==> config.mk <==
export PLATFORM = sky130hd
export DESIGN_NAME = tft_spi_word_serializer
export DESIGN_NICKNAME = d
export VERILOG_FILES = /design/src/rtl/tft_spi_word_serializer.sv
export SDC_FILE = /design/constraint.sdc
export NUM_CORES = 1
export LEC_CHECK = 0
export CAP_MARGIN = 10
export CORE_ASPECT_RATIO = 1.5
export CORE_MARGIN = 2
export CORE_UTILIZATION = 44
export DETAILED_ROUTE_END_ITERATION = 8
export PLACE_DENSITY_LB_ADDON = 0.1
export SETUP_SLACK_MARGIN = 0.02
export SYNTH_ARGS = -nofsm -noshare
export SYNTH_HDL_FRONTEND = slang
export SYNTH_SLANG_ARGS = --single-unit
==> constraint.sdc <==
create_clock -name CLK -period 2.11 [get_ports CLK]
set_input_delay 0.211 -clock CLK [delete_from_list [all_inputs] [get_ports CLK]]
set_output_delay 0.211 -clock CLK [all_outputs]
set_load 0.02 [all_outputs]
==> src/rtl/tft_spi_word_serializer.sv <==
// Shifts one 16-bit word plus its RS flag out on a 4-wire, mode-0 SPI bus, or idles
// the bus for one word time on a delay slot. Both slot kinds take 33*CLK_DIV+1 cycles.
module tft_spi_word_serializer #(
   parameter int CLK_DIV   = 4,
   parameter int WORD_BITS = 16
) (
   input  logic                 CLK,
   input  logic                 RSTn,
   input  logic [WORD_BITS-1:0] Data,
   input  logic                 RS,
   input  logic                 CS,
   input  logic                 Start,
   output logic                 Ready,
   output logic                 Done,
   output logic                 SCK,
   output logic                 MOSI,
   output logic                 TFT_RS,
   output logic                 TFT_CS
);

   localparam int DIV_W = 8;
   localparam int BIT_W = $clog2(WORD_BITS);
   localparam int DLY_W = $clog2((2 * WORD_BITS + 1) * 255);
   localparam int DELAY_LEN = (2 * WORD_BITS + 1) * CLK_DIV;

   localparam logic [DIV_W-1:0] DIV_LAST   = DIV_W'(CLK_DIV - 1);
   localparam logic [BIT_W-1:0] BIT_TOP    = BIT_W'(WORD_BITS - 1);
   localparam logic [DLY_W-1:0] DELAY_LAST = DLY_W'(DELAY_LEN - 1);

   typedef enum logic [1:0] {
      IDLE,
      SHIFT,
      HOLD,
      DELAY
   } state_t;

   state_t               state_reg;
   logic [DIV_W-1:0]     div_reg;
   logic [BIT_W-1:0]     bit_reg;
   logic [DLY_W-1:0]     delay_reg;
   logic [WORD_BITS-1:0] shift_reg;
   logic [WORD_BITS-1:0] shift_next;
   logic                 ready_reg;
   logic                 done_reg;
   logic                 sck_reg;
   logic                 mosi_reg;
   logic                 tft_rs_reg;
   logic                 tft_cs_reg;

   // Rotate left so the next bit to send always sits at the MSB.
   assign shift_next[0] = shift_reg[WORD_BITS-1];
   generate
      for (genvar gi = 1; gi < WORD_BITS; gi++) begin : g_shift
         assign shift_next[gi] = shift_reg[gi-1];
      end
   endgenerate

   always_ff @(posedge CLK or negedge RSTn) begin
      if (!RSTn) begin
         state_reg  <= IDLE;
         div_reg    <= '0;
         bit_reg    <= '0;
         delay_reg  <= '0;
         shift_reg  <= '0;
         ready_reg  <= 1'b0;
         done_reg   <= 1'b0;
         sck_reg    <= 1'b0;
         mosi_reg   <= 1'b0;
         tft_rs_reg <= 1'b0;
         tft_cs_reg <= 1'b1;
      end else begin
         done_reg <= 1'b0;
         case (state_reg)
            IDLE: begin
               ready_reg <= 1'b1;
               if (Start && ready_reg) begin
                  ready_reg <= 1'b0;
                  div_reg   <= '0;
                  bit_reg   <= BIT_TOP;
                  delay_reg <= '0;
                  shift_reg <= Data;
                  sck_reg   <= 1'b0;
                  if (!CS) begin
                     state_reg  <= SHIFT;
                     tft_cs_reg <= 1'b0;
                     tft_rs_reg <= RS;
                     mosi_reg   <= Data[WORD_BITS-1];
                  end else begin
                     // Delay slot: bus stays idle and TFT_RS keeps its last value.
                     state_reg  <= DELAY;
                     tft_cs_reg <= 1'b1;
                     mosi_reg   <= 1'b0;
                  end
               end
            end

            SHIFT: begin
               if (div_reg == DIV_LAST) begin
                  div_reg <= '0;
                  if (!sck_reg) begin
                     sck_reg <= 1'b1;
                  end else begin
                     // Falling SCK ends a bit; MOSI only moves here, while SCK is low.
                     sck_reg <= 1'b0;
                     if (bit_reg == '0) begin
                        state_reg  <= HOLD;
                        tft_cs_reg <= 1'b1;
                        mosi_reg   <= 1'b0;
                     end else begin
                        bit_reg   <= bit_reg - 1'b1;
                        shift_reg <= shift_next;
                        mosi_reg  <= shift_next[WORD_BITS-1];
                     end
                  end
               end else begin
                  div_reg <= div_reg + 1'b1;
               end
            end

            HOLD: begin
               if (div_reg == DIV_LAST) begin
                  div_reg   <= '0;
                  state_reg <= IDLE;
                  done_reg  <= 1'b1;
                  ready_reg <= 1'b1;
               end else begin
                  div_reg <= div_reg + 1'b1;
               end
            end

            DELAY: begin
               if (delay_reg == DELAY_LAST) begin
                  delay_reg <= '0;
                  state_reg <= IDLE;
                  done_reg  <= 1'b1;
                  ready_reg <= 1'b1;
               end else begin
                  delay_reg <= delay_reg + 1'b1;
               end
            end

            default: begin
               state_reg  <= IDLE;
               tft_cs_reg <= 1'b1;
               sck_reg    <= 1'b0;
               mosi_reg   <= 1'b0;
            end
         endcase
      end
   end

   assign Ready  = ready_reg;
   assign Done   = done_reg;
   assign SCK    = sck_reg;
   assign MOSI   = mosi_reg;
   assign TFT_RS = tft_rs_reg;
   assign TFT_CS = tft_cs_reg;

endmodule

-- Word level (Yosys, flattened, before mapping)
Index checks and enable logic that the tools add are counted.
- bits in registers: 50
- bits in latches: 0
- bits in writable memories: 0
- ROM bits: 0
- input port bits: 21
- output and inout port bits: 6
- logic and storage cells: 91
- memories kept: 0
- add/sub/neg operators: 3
- multipliers: 0
- divide/modulo/power cells: 0
- order comparisons: 0
- equality and inequality tests: 12
- shift-type cells: 0
- mux-type cells: 47
- bitwise operators: 1
- reduce and logical (&&, ||, !) cells: 17
- operators by type and width (cell ; count):
    $mux 16 ; 4
    $pmux 16 s2 ; 1
    $mux 14 ; 2
    $pmux 14 s2 ; 1
    $mux 1 ; 18
    $mux 4 ; 4
    $mux 8 ; 2
    $pmux 8 s2 ; 1
    $add 14x1->14 const B ; 1
    $eq 14x8->1 const B ; 1
    $mux 2 ; 7
    $ne 2x2->1 const B ; 7
    $reduce_and 5->1 ; 2
    $reduce_and 3->1 ; 3
    $add 8x1->8 const B ; 1
    $eq 8x2->1 const B ; 1
    $pmux 1 s2 ; 4
    $pmux 2 s4 ; 1
    $pmux 4 s2 ; 1
    $reduce_and 6->1 ; 1
    $reduce_bool 2->1 ; 3
    $eq 2x2->1 const B ; 2
    $logic_not 4->1 ; 1
    $reduce_and 2->1 ; 2
    other kinds (9) ; 9

-- Depth between registers and ports, before layout
Gate-level depths: netlist of run 1.
- depth in word-level cells: 5
- depth in mapped cells: 10

-- Worst setup path before layout of run 1
No wires, ideal clock.
- kind: reg-to-reg
- from: reg state_reg[0]
- to: reg delay_reg[13]
- setup time: 0.076 ns
- arrival: 1.831 ns
- data required time: 2.034 ns
- slack: 0.203 ns
- stages on the path, launching flop included: 9
- path buffers: 1
- clock period less this slack: 1.907 ns
- path through: dfrtp_1 inv_1 ha_1 buf_2 and3_1 nor2_1 or2_4 or4_1 o21ai_1
- cells in the longest elaborated chain, start to end: 3
- elaborated cells on any way between the ends: 6
- ends and longest elaborated chain (element ; RTL line ; source):
    from (decl) ; 37 ; state_t state_reg;
    from (signal assigned) ; 60 ; state_reg <= IDLE;
    from (signal assigned) ; 84 ; state_reg <= SHIFT;
    from (signal assigned) ; 90 ; state_reg <= DELAY;
    $eq 2x2->1 or $logic_not 2->1 (tied branches) ; 73 ; case (state_reg)
    $reduce_bool 2->1 (no source line) or $ne 2x2->1 (tied branches) ; n/a ;
    $reduce_and 2->1 (no source line) ; n/a ;
    to (signal assigned) ; 138 ; delay_reg <= delay_reg + 1'b1;
    to (decl) ; 40 ; logic [DLY_W-1:0] delay_reg;
Several ways; a longest one is shown, not always the timed one.
A chain may end at the register's enable or synchronous reset.

-- Worst setup path after layout of run 1
- from: reg delay_reg[0]
- to: reg delay_reg[13]
- cells in the longest elaborated chain, start to end: 3
- elaborated cells on any way between the ends: 4
- ends and longest elaborated chain (element ; RTL line ; source):
    $add 14x1->14 or $eq 14x8->1 (tied branches) ; 138, 132 ;
    $mux 14 * ; 132 ; if (delay_reg == DELAY_LAST) begin
    $pmux 14 s2 * ; 73 ;
Mark *: on every way between the ends. The rest lies on a longest branch, timed or not.

==> flow_summary.ini, run 1 <==
[yosys]
synth-xor-area-share_pct = 3.52
syn-cell-area_sq_um = 2740
synth-seq-cells = 50
synth-compound-area-share_pct = 18.7
synthesis.nets = 306
yosysUniqueCellTypes = 47
synth_top_cell_area_share_pct = 44.8
avgSynthCellArea_sq_um = 9.88
synth_top_cell_by_area = dfrtp_1
synth_area_leaders = dfrtp_1, mux2i_1, a21oi_1, ha_1, a21oi_2
synth_top_family_by_area = compound AO/OA/AOI/OAI gates
synth_mux_area_share_pct = 8.09
netlist_instances = 277
async_flop_share_pct = 100
synth_edf_count = 0
synth-simple-area-share_pct = 16.5
yosys_warnings = 0
synth_fa_ha_area_share_pct = 3.66
yosys_most_used_dff = dfrtp_1
synth-seq-area-share_pct = 45.8

[sta]
finalCritPeriodShare_pct = 94.3
rsz0062_at_grt = no
hold_viol = 0
slew_headroom_pct = 74.4
finalSetupViolCount = 0
fin_skew_ns = 0.0116
setup_tns_ns = 0
period_needed_ns = 1.99
max_slew.worst_pin.slew_ns = 0.379
final_max_slew_viol_count = 0
whs_ns = 0.415
max_freq_ghz = 0.503

[grt]
grt_usage_pct = 19.8
grt_remaining_overflow = 0
grt_pass1_wl_um = 10400
grt_pass1_vias = 2259
grt_max_degree = 51
antenna_found_initial = 0

[pwr]
power.switching_fraction_pct = 23.3
p_int_mw = 1.23
powerDensity_nw_per_um2 = 479
switchingPower_mw = 0.374
vdd_drop_max_v = 0.000492
pwr-share-comb_pct = 4.6
power.share.sequential_pct = 59.6
leakagePower_nw = 1.42
p_clk_share_pct = 35.8

[placement]
place_hpwl_um = 4410
gp_congestion = 0.790
io_buffer_count = 26

[routing]
ant_nets = 0
post_drt_wl_per_cell_um = 15.2
drt_iter0_markers = 95
via_count = 2210
avgViaCountPerCell = 5.53
wirelength_um = 6080
drc = 0
drt-pass1-iter-count = 5

[critical_path]
worst_setup_path_start_kind = flop
endpoint_kind = flop
crit_arrival_ns = 2.22
critical_path_class = flop to flop
path_max_fanout = 7
worstPathRequired_ns = 2.34

[floorplanning]
die_h_um = 101
coreArea_sq_um = 6090
num_io_pins = 27
initial_utilization_pct = 45.0
num_rows = 35
die_area_sq_um = 6880
die_w_um = 68.4

[cts]
root_buffer = clkbuf_8
cts_buffers = 5
clk_path_buf_depth = 2
htree_levels = 2
cts_tree = yes
numClockSinks = 50
path_clk_slew_ns = 0.09
insertion_delay_ns = 0.31

[cells_and_area]
layout-drive-gt1-share_pct = 17.5
area_growth_syn_to_layout_pct = 22.5
largest_register_ff_count = 16
num-nets-final = 354
antenna_cells = 0

[run_status]
status = completed

[flow_run]
cap_violations = 0

[hold_path]
hold_class = input port to asynchronous set/reset pin
==> placed cells by master, fill, tap and decap left out, types with 2 or more instances in the layout <==
| cell type | n |
|---|---|
| dfrtp_1 | 49 |
| a21oi_1 | 34 |
| clkdlybuf4s50_1 | 25 |
| buf_4 | 23 |
| nor2_1 | 22 |
| mux2i_1 | 21 |
| o21ai_0 | 14 |
| nand2_1 | 13 |
| inv_1 | 10 |
| a21oi_2 | 10 |
| and3_1 | 9 |
| nand3_1 | 8 |
| xnor2_1 | 7 |
| ha_1 | 7 |
| nand4_1 | 5 |
| clkbuf_8 | 5 |
| nor3_1 | 4 |
| xor2_1 | 4 |
| o31ai_1 | 4 |
| a2bb2oi_1 | 4 |
| nor4_1 | 3 |
| nand2b_1 | 3 |
| nor3b_1 | 3 |
| nor4_2 | 2 |
| nor2b_1 | 2 |
| nor4b_1 | 2 |
| or3_1 | 2 |
| o21ai_1 | 2 |
| a31oi_1 | 2 |
| buf_12 | 2 |
==> critical path, cell delays in order, from the launching register on <==
cell and delay, ns:
dfrtp_1 0.41, ha_1 0.26, nor2b_1 0.17, a41o_2 0.28, or2_4 0.27, or4_1 0.40
o21ai_1 0.14
==> area by class of cell <==
cell class,count,area (sq um)
inverters,10,37.5
flip-flops and latches,50,1250
well taps,74,92.6
repair buffers,52,478
multi-input cells,206,1400
clock inverters,3,21.3
fillers,564,2740
clock buffers,5,68.8
==> timing repair <==
| item | CTS | global route |
|---|---|---|
| hold buffers | 1 | 0 |
| setup buffers | 0 | 2 |
| hold endpoints to repair | 49 | 0 |
| endpoints found under the setup margin | 0 | 5 |
| gates resized for setup | 0 | 5 |
==> final timing paths <==
| kind | from | endpoint | slack [ns] | cells after the start |
|---|---|---|---|---|
| hold / removal | RSTn | delay_reg[13]$_DFFE_PN0P_ | 0.42 | 3 |
| hold reg to reg | delay_reg[13]$_DFFE_PN0P_ | delay_reg[13]$_DFFE_PN0P_ | 0.49 | 1 |
| setup reg to reg | delay_reg[0]$_DFFE_PN0P_ | delay_reg[13]$_DFFE_PN0P_ | 0.12 | 6 |
| min in group CLK | delay_reg[13]$_DFFE_PN0P_ | delay_reg[13]$_DFFE_PN0P_ | 0.49 | 1 |
| max in group asynchronous | RSTn | TFT_CS$_DFFE_PN1P_ | 1.41 | 3 |
| setup / recovery | delay_reg[0]$_DFFE_PN0P_ | delay_reg[13]$_DFFE_PN0P_ | 0.12 | 6 |
==> cell usage after synthesis (2+ instances only) <==
library cell   n
a21oi_1       34
clkbuf_1       4
nor4_1         4
xor2_1         4
nand4_1        5
mux2i_1       21
nand2_1       13
o21ai_0       14
nand3_1        8
nor3b_1        3
dfrtp_1       49
a31oi_1        2
a2bb2oi_1      4
inv_1         10
and3_1        10
nor2b_1        3
a21oi_2       10
o21ai_1        2
nor4b_1        2
ha_1           8
nand2b_1       3
buf_2          4
nor3_1         4
buf_6          2
nor2_1        22
or3_1          2
o31ai_1        4
xnor2_1        7
==> kinds of logic (layout without fill, tap and decap cells) <==
kind of cell             after synthesis  in the layout
AO/OA/AOI/OAI                         80             80
XOR/XNOR                              11             11
adder cells (fa/ha/maj)                8              8
buffers and inverters                 21             70
flip-flops                            50             50
multiplexers                          22             22
AND/OR/NAND/NOR                       85             85
==> per-stage QoR <==
stage | setup WS (ns) | total power, mW | util, % | cells | instance area (sq um)
4_1_cts | 0.0901 | 1.62 | 54.5 | 398 | 3320
2_1_floorplan | 0.203 | 0.988 | - | 277 | 2740
5_1_grt | 0.0219 | 1.67 | 55.0 | 400 | 3350
3_5_place_dp | 0.103 | 1.05 | 52.8 | 389 | 3220
3_3_place_gp | 0.139 | 1.05 | 52.8 | 389 | 3220
6_report | 0.120 | 1.61 | 55.0 | 400 | 3350
==> power groups by stage <==
stage          sequential, mW  clock [mW]  combinational (mW)
2_1_floorplan           0.977           0              0.0114
5_1_grt                 0.958       0.629              0.0844
6_report                0.957       0.574              0.0747
4_1_cts                 0.958       0.590              0.0774
3_5_place_dp            0.976           0              0.0757
3_3_place_gp            0.976           0              0.0759
==> per-layer routing <==
layer / global-route usage, % / share of wire (%) / vias to the layer above
li1: - / - / 1095
met1: 23.4 / 42 / 1081
met2: 35.4 / 55 / 29
met3: 3.69 / 2.4 / 5
met4: 5.54 / 1.0 / 0
met5: 0 / 0 / -
Note: power is estimated with default switching activity, not from simulation.
==> inputs of run 2 (changes only) <==
--- a/config.mk
+++ b/config.mk
@@ -11,6 +11,7 @@
 export CORE_UTILIZATION = 44
 export DETAILED_ROUTE_END_ITERATION = 8
 export PLACE_DENSITY_LB_ADDON = 0.1
+export RECOVER_POWER = 25
 export SETUP_SLACK_MARGIN = 0.02
 export SYNTH_ARGS = -nofsm -noshare
 export SYNTH_HDL_FRONTEND = slang
==> run 2 against run 1 <==
Wire length is 0.15% lower. Clock power hardly changed. Sequential power hardly changed. Design area is 0.45% lower. Clock skew hardly changed. Via count is 0.14% higher. Non-clock buffer count stayed put. Sequential share of layout area is 0.17 points higher. Total power is 0.24% lower. Critical endpoint unchanged. Highest routed layer unchanged.
==> flow_summary.ini, run 2 (synthesized netlist as in run 1, its figures left out) <==
[run_status]
status = completed

[routing]
via_count = 2213
avgViaCountPerCell = 5.53
post_drt_wl_per_cell_um = 15.2
wirelength_um = 6080
drt_iter0_markers = 95
drt-pass1-iter-count = 5
ant_nets = 0
drc = 0

[cells_and_area]
mostFrequentLayoutCell = dfrtp_1
final_cell_mix = dfrtp_1, a21oi_1, clkdlybuf4s50_1
num-nets-final = 354
multi_input_area_sq_um = 1400
layout-drive-gt1-share_pct = 17.5
regArea_sq_um = 1250
largest_register_ff_count = 16
area_growth_syn_to_layout_pct = 21.9
antenna_cells = 0
nFillCells = 566

[critical_path]
endpoint = delay_reg[13]$_DFFE_PN0P_
worst_path_dominant_cell_family = simple AND/OR/NAND/NOR gates
cp-startpoint = delay_reg[0]$_DFFE_PN0P_
crit_slowest_cell = dfrtp_1
timing.rr.start = delay_reg[0]$_DFFE_PN0P_
ff2ff_path_depth = 6
r2r_end = delay_reg[13]$_DFFE_PN0P_
r2r_setup_slack_ns = 0.12
worstPathRequired_ns = 2.34
crit_buf_inv = 0
worst_setup_path_start_kind = flop
crit_arrival_ns = 2.22
cp_slowest_stage_delay_ns = 0.41
critical_path_class = flop to flop
crit_chain = ha_1 -> nor2b_1 -> a41o_2 -> or2_4 -> or4_1 -> o21ai_1
worst-path-stages = 6
endpoint_kind = flop
path_max_fanout = 7

[cts]
cts_buffers = 5
clk_path_buf_depth = 2
numClockSinks = 50
cts_tree = yes
path_clk_slew_ns = 0.09
insertion_delay_ns = 0.31
htree_levels = 2
root_buffer = clkbuf_8

[sta]
max_freq_ghz = 0.503
slew_headroom_pct = 15.2
finalSetupViolCount = 0
finalCritPeriodShare_pct = 94.3
rsz0062_at_grt = no
max_slew.worst_pin.slew_ns = 1.27
hold_viol = 0
fin_skew_ns = 0.0116
period_needed_ns = 1.99
final_max_slew_viol_count = 0
setup_tns_ns = 0

[pwr]
vdd_drop_max_v = 0.000492
powerDensity_nw_per_um2 = 480
leakagePower_nw = 1.42
finalPower_mw = 1.60

[floorplanning]
initial_utilization_pct = 45.0
die_h_um = 101
num_rows = 35
coreArea_sq_um = 6090
die_w_um = 68.4
num_io_pins = 27
die_area_sq_um = 6880

[flow_run]
cap_violations = 0

[grt]
grt_max_degree = 51
antenna_found_initial = 0
grt_usage_pct = 19.8
grt_remaining_overflow = 0
grt_pass1_wl_um = 10400
grt_pass1_vias = 2259

[placement]
gp_congestion = 0.790
place_hpwl_um = 4410
io_buffer_count = 26

[hold_path]
hold_class = flop to flop
==> run 2: cell count changes in the layout (fill, tap and decap cells not counted), sizes merged <==
cell	before	now
buf	26	25
clkbuf	5	6
==> run 2: final cells by class <==
class                      instances  share of cell area, %
multi-input combinational        206                   42.0
sequential                        50                   37.5
timing repair buffer              52                   13.9
tap                               74                   2.78
clock buffer                       5                   2.06
inverter                          10                   1.13
clock inverter                     3                  0.638
==> run 2: repair_timing <==
action                                  CTS  global route
hold buffers                              1             0
setup buffers                             0             2
gates resized for setup                   0             5
endpoints found under the setup margin    0             5
endpoints found under the hold margin    49             0
==> run 2: how the worst min path moves through the flow <==
stage / start / endpoint / slack (ns) / cells after the start
floorplan: RSTn / Done$_DFF_PN0_ / -0.08 / 0
global placement: RSTn / delay_reg[3]$_DFFE_PN0P_ / 0.23 / 2
detailed placement: RSTn / delay_reg[5]$_DFFE_PN0P_ / 0.23 / 2
CTS: RSTn / delay_reg[12]$_DFFE_PN0P_ / 0.43 / 3
global route: delay_reg[13]$_DFFE_PN0P_ / delay_reg[13]$_DFFE_PN0P_ / 0.51 / 1
finish: delay_reg[13]$_DFFE_PN0P_ / delay_reg[13]$_DFFE_PN0P_ / 0.49 / 1
==> run 2: power by group <==
| group | internal, mW | total [mW] | switching, mW |
|---|---|---|---|
| clock | 0.234 | 0.575 | 0.341 |
| combinational | 0.0383 | 0.0707 | 0.0324 |
| sequential | 0.958 | 0.958 | 0 |
| total | 1.23 | 1.60 | 0.373 |
==> run 2: per-layer routing <==
metal	part of all wire, %	up-vias	track usage, %
met5	0	-	0
met4	1.0	0	5.54
met3	2.5	5	3.69
met2	55	31	35.4
li1	-	1095	-
met1	42	1082	23.4
==> run 2: per-stage QoR <==
stage | hold slack (ns) | setup slack (ns) | instance area, sq um | std cells | util (%)
after floorplan | -0.0846 | 0.203 | 2740 | 277 | -
after global placement | 0.228 | 0.139 | 3220 | 389 | 52.8
after detailed placement | 0.226 | 0.103 | 3220 | 389 | 52.8
after CTS | 0.428 | 0.0901 | 3320 | 398 | 54.5
after global routing | 0.513 | 0.0219 | 3340 | 400 | 54.8
final | 0.493 | 0.120 | 3340 | 400 | 54.8
==> inputs of run 3 (changes only) <==
--- a/config.mk
+++ b/config.mk
@@ -5,10 +5,11 @@
 export SDC_FILE = /design/constraint.sdc
 export NUM_CORES = 1
 export LEC_CHECK = 0
+export ABC_AREA = 1
 export CAP_MARGIN = 10
 export CORE_ASPECT_RATIO = 1.5
 export CORE_MARGIN = 2
-export CORE_UTILIZATION = 44
+export CORE_UTILIZATION = 55
 export DETAILED_ROUTE_END_ITERATION = 8
 export PLACE_DENSITY_LB_ADDON = 0.1
 export RECOVER_POWER = 25
==> run 3 against run 2 <==
Wire length is 6.7% lower. Setup slack better by 0.14 ns. Critical path type unchanged. Highest routed layer unchanged. Synthesized area is 4.2% higher. Critical endpoint is now delay_reg[6]$_DFFE_PN0P_.
==> flow_summary.ini, run 3 <==
[run_status]
status = completed

[sta]
rsz0062_at_grt = no
setup_tns_ns = 0
period_needed_ns = 1.85
max_slew.worst_pin.slew_ns = 1.28
hold_viol = 0
slew_headroom_pct = 14.9
fin_skew_ns = 0.0105
worst_slack_ns = 0.261
max_freq_ghz = 0.541
finalSetupViolCount = 0
finalCritPeriodShare_pct = 87.6
final_max_slew_viol_count = 0

[yosys]
synth_top_cell_area_share_pct = 43.0
netlist_instances = 360
synth-seq-area-share_pct = 43.9
synthesis.nets = 389
synth_top_family_by_area = simple AND/OR/NAND/NOR gates
yosysMostFrequentCell = nand2_1
avgSynthCellArea_sq_um = 7.92
yosys_most_used_dff = dfrtp_1
async_flop_share_pct = 100
synth-seq-cells = 50
synth-compound-area-share_pct = 10.8
synth_edf_count = 0
synth_fa_ha_area_share_pct = 3.51
synth_top_cell_by_area = dfrtp_1
yosysUniqueCellTypes = 33
synth-xor-area-share_pct = 1.23
synth_mux_area_share_pct = 5.66
synth-simple-area-share_pct = 27.1
synth_area_leaders = dfrtp_1, nand2_1, nor2_1, mux2i_1, inv_1
yosys_warnings = 0
syn-cell-area_sq_um = 2850
yosys-top-cells-count = nand2_1, dfrtp_1, nor2_1

[routing]
drc = 0
via_count = 2379
drt_iter0_markers = 133
ant_nets = 0
wirelength_um = 5670
post_drt_wl_per_cell_um = 12.3
drt-pass1-iter-count = 4
avgViaCountPerCell = 5.17

[cells_and_area]
finalNonFillerCells = 460
nFillCells = 476
multi_input_area_sq_um = 1380
area_growth_syn_to_layout_pct = 15.3
layout-drive-gt1-share_pct = 9.44
regArea_sq_um = 1250
final_cell_mix = nand2_1, dfrtp_1, nor2_1
mostFrequentLayoutCell = nand2_1
largest_register_ff_count = 16
antenna_cells = 0
num-nets-final = 420

[grt]
antenna_found_initial = 0
grt_max_degree = 39
grt_pass1_wl_um = 10300
grt_remaining_overflow = 0
grt_pass1_vias = 2364
grt_usage_pct = 22.1

[hold_path]
hold_class = flop to flop

[placement]
gp_congestion = 0.893
dpl_worst_slack_ns = 0.240
dp.cells = 451
place_hpwl_um = 4320
io_buffer_count = 26

[critical_path]
worst_setup_path_start_kind = flop
endpoint_kind = flop
path_max_fanout = 12
critical_path_class = flop to flop
crit_arrival_ns = 2.10
worstPathRequired_ns = 2.36

[cts]
postCtsSetupBuffers = 0
cts_buffers = 5
cts_tree = yes
root_buffer = clkbuf_8
path_clk_slew_ns = 0.09
clk_path_buf_depth = 2
insertion_delay_ns = 0.31
htree_levels = 2
numClockSinks = 50

[floorplanning]
coreArea_sq_um = 5080
num_rows = 32
die_h_um = 92.2
die_area_sq_um = 5790
initial_utilization_pct = 56.1
num_io_pins = 27
die_w_um = 62.8

[pwr]
vdd_drop_max_v = 0.000604
powerDensity_nw_per_um2 = 1310
leakagePower_nw = 1.56

[flow_run]
cap_violations = 0
[run 3: changes by cell type in the layout (fill, tap and decap cells not counted), moves of 9 or more]
cell,delta
nor2_1,+23
buf_4,-18
nand3_1,+19
a21oi_1,-27
a21oi_2,-9
o21ai_1,+13
o21ai_2,+10
nand2_1,+78
inv_1,+26
and3_1,-9
[run 3: through the flow]
stage	hold slack, ns	instance area [sq um]	total power [mW]	util [%]
final	0.471	3290	4.30	64.7
after global routing	0.494	3290	4.68	64.7
after CTS	0.424	3290	4.32	64.7
after detailed placement	0.223	3190	3.73	62.7
after global placement	0.219	3190	3.64	62.7
after floorplan	-0.0846	2850	3.21	-
[run 3: final timing paths]
| path | end | depth (start not counted) | start | slack, ns |
|---|---|---|---|---|
| max in group asynchronous | delay_reg[1]$_DFFE_PN0P_ | 3 | RSTn | 0.46 |
| hold / removal | TFT_CS$_DFFE_PN1P_ | 2 | TFT_CS$_DFFE_PN1P_ | 0.47 |
| setup reg to reg | delay_reg[6]$_DFFE_PN0P_ | 9 | state_reg[0]$_DFFE_PN0P_ | 0.26 |
| min in group asynchronous | shift_reg[10]$_DFFE_PN0P_ | 2 | RSTn | 0.69 |
| hold reg to reg | TFT_CS$_DFFE_PN1P_ | 2 | TFT_CS$_DFFE_PN1P_ | 0.47 |
| setup / recovery | delay_reg[6]$_DFFE_PN0P_ | 9 | state_reg[0]$_DFFE_PN0P_ | 0.26 |
[run 3: area by class of cell]
type | instances | area share [%]
multi-input cells | 260 | 41.9
flip-flops and latches | 50 | 38.1
repair buffers | 34 | 9.93
inverters | 40 | 4.57
well taps | 68 | 2.59
clock buffers | 6 | 2.51
clock inverters | 2 | 0.381
[run 3: metal layers]
layer / wire, um / up-vias / global-route usage, %
li1: - / 1231 / -
met1: 2480 / 1106 / 25.6
met2: 2900 / 31 / 39.5
met3: 148 / 11 / 4.05
met4: 141 / 0 / 9.81
met5: 0 / - / 0
[run 3: worst max-delay path: stages, from the launching register on]
cell and delay, ns:
dfrtp_1 0.43, inv_1 0.10, ha_1 0.32, nand2_2 0.15
inv_2 0.13, nor2_1 0.05, buf_4 0.17, nand2_1 0.22
o21ai_1 0.12, nor2_1 0.10
[run 3: cell families (layout without fill, tap and decap cells)]
kind of cell               Yosys count  count (layout)
muxes                               16              16
DFF                                 50              50
xor gates and xnor gates             4               4
adders and majority gates            8               8
and+or+nand+nor                    181             181
AOI/OAI and AO/OA                   51              51
buffers and inverters               50              82
[run 3: repair_timing]
item,CTS,global route
gates resized for setup,0,1
endpoints found under the hold margin,22,0
setup endpoints to repair,0,1
hold buffers,1,0
[run 3: where the power goes]
| part | internal (mW) | switching, mW | total, mW |
|---|---|---|---|
| Clock | 0.264 | 0.327 | 0.591 |
| Combinational | 0.867 | 1.38 | 2.25 |
| Sequential | 1.27 | 0.189 | 1.46 |
| Total | 2.40 | 1.90 | 4.30 |
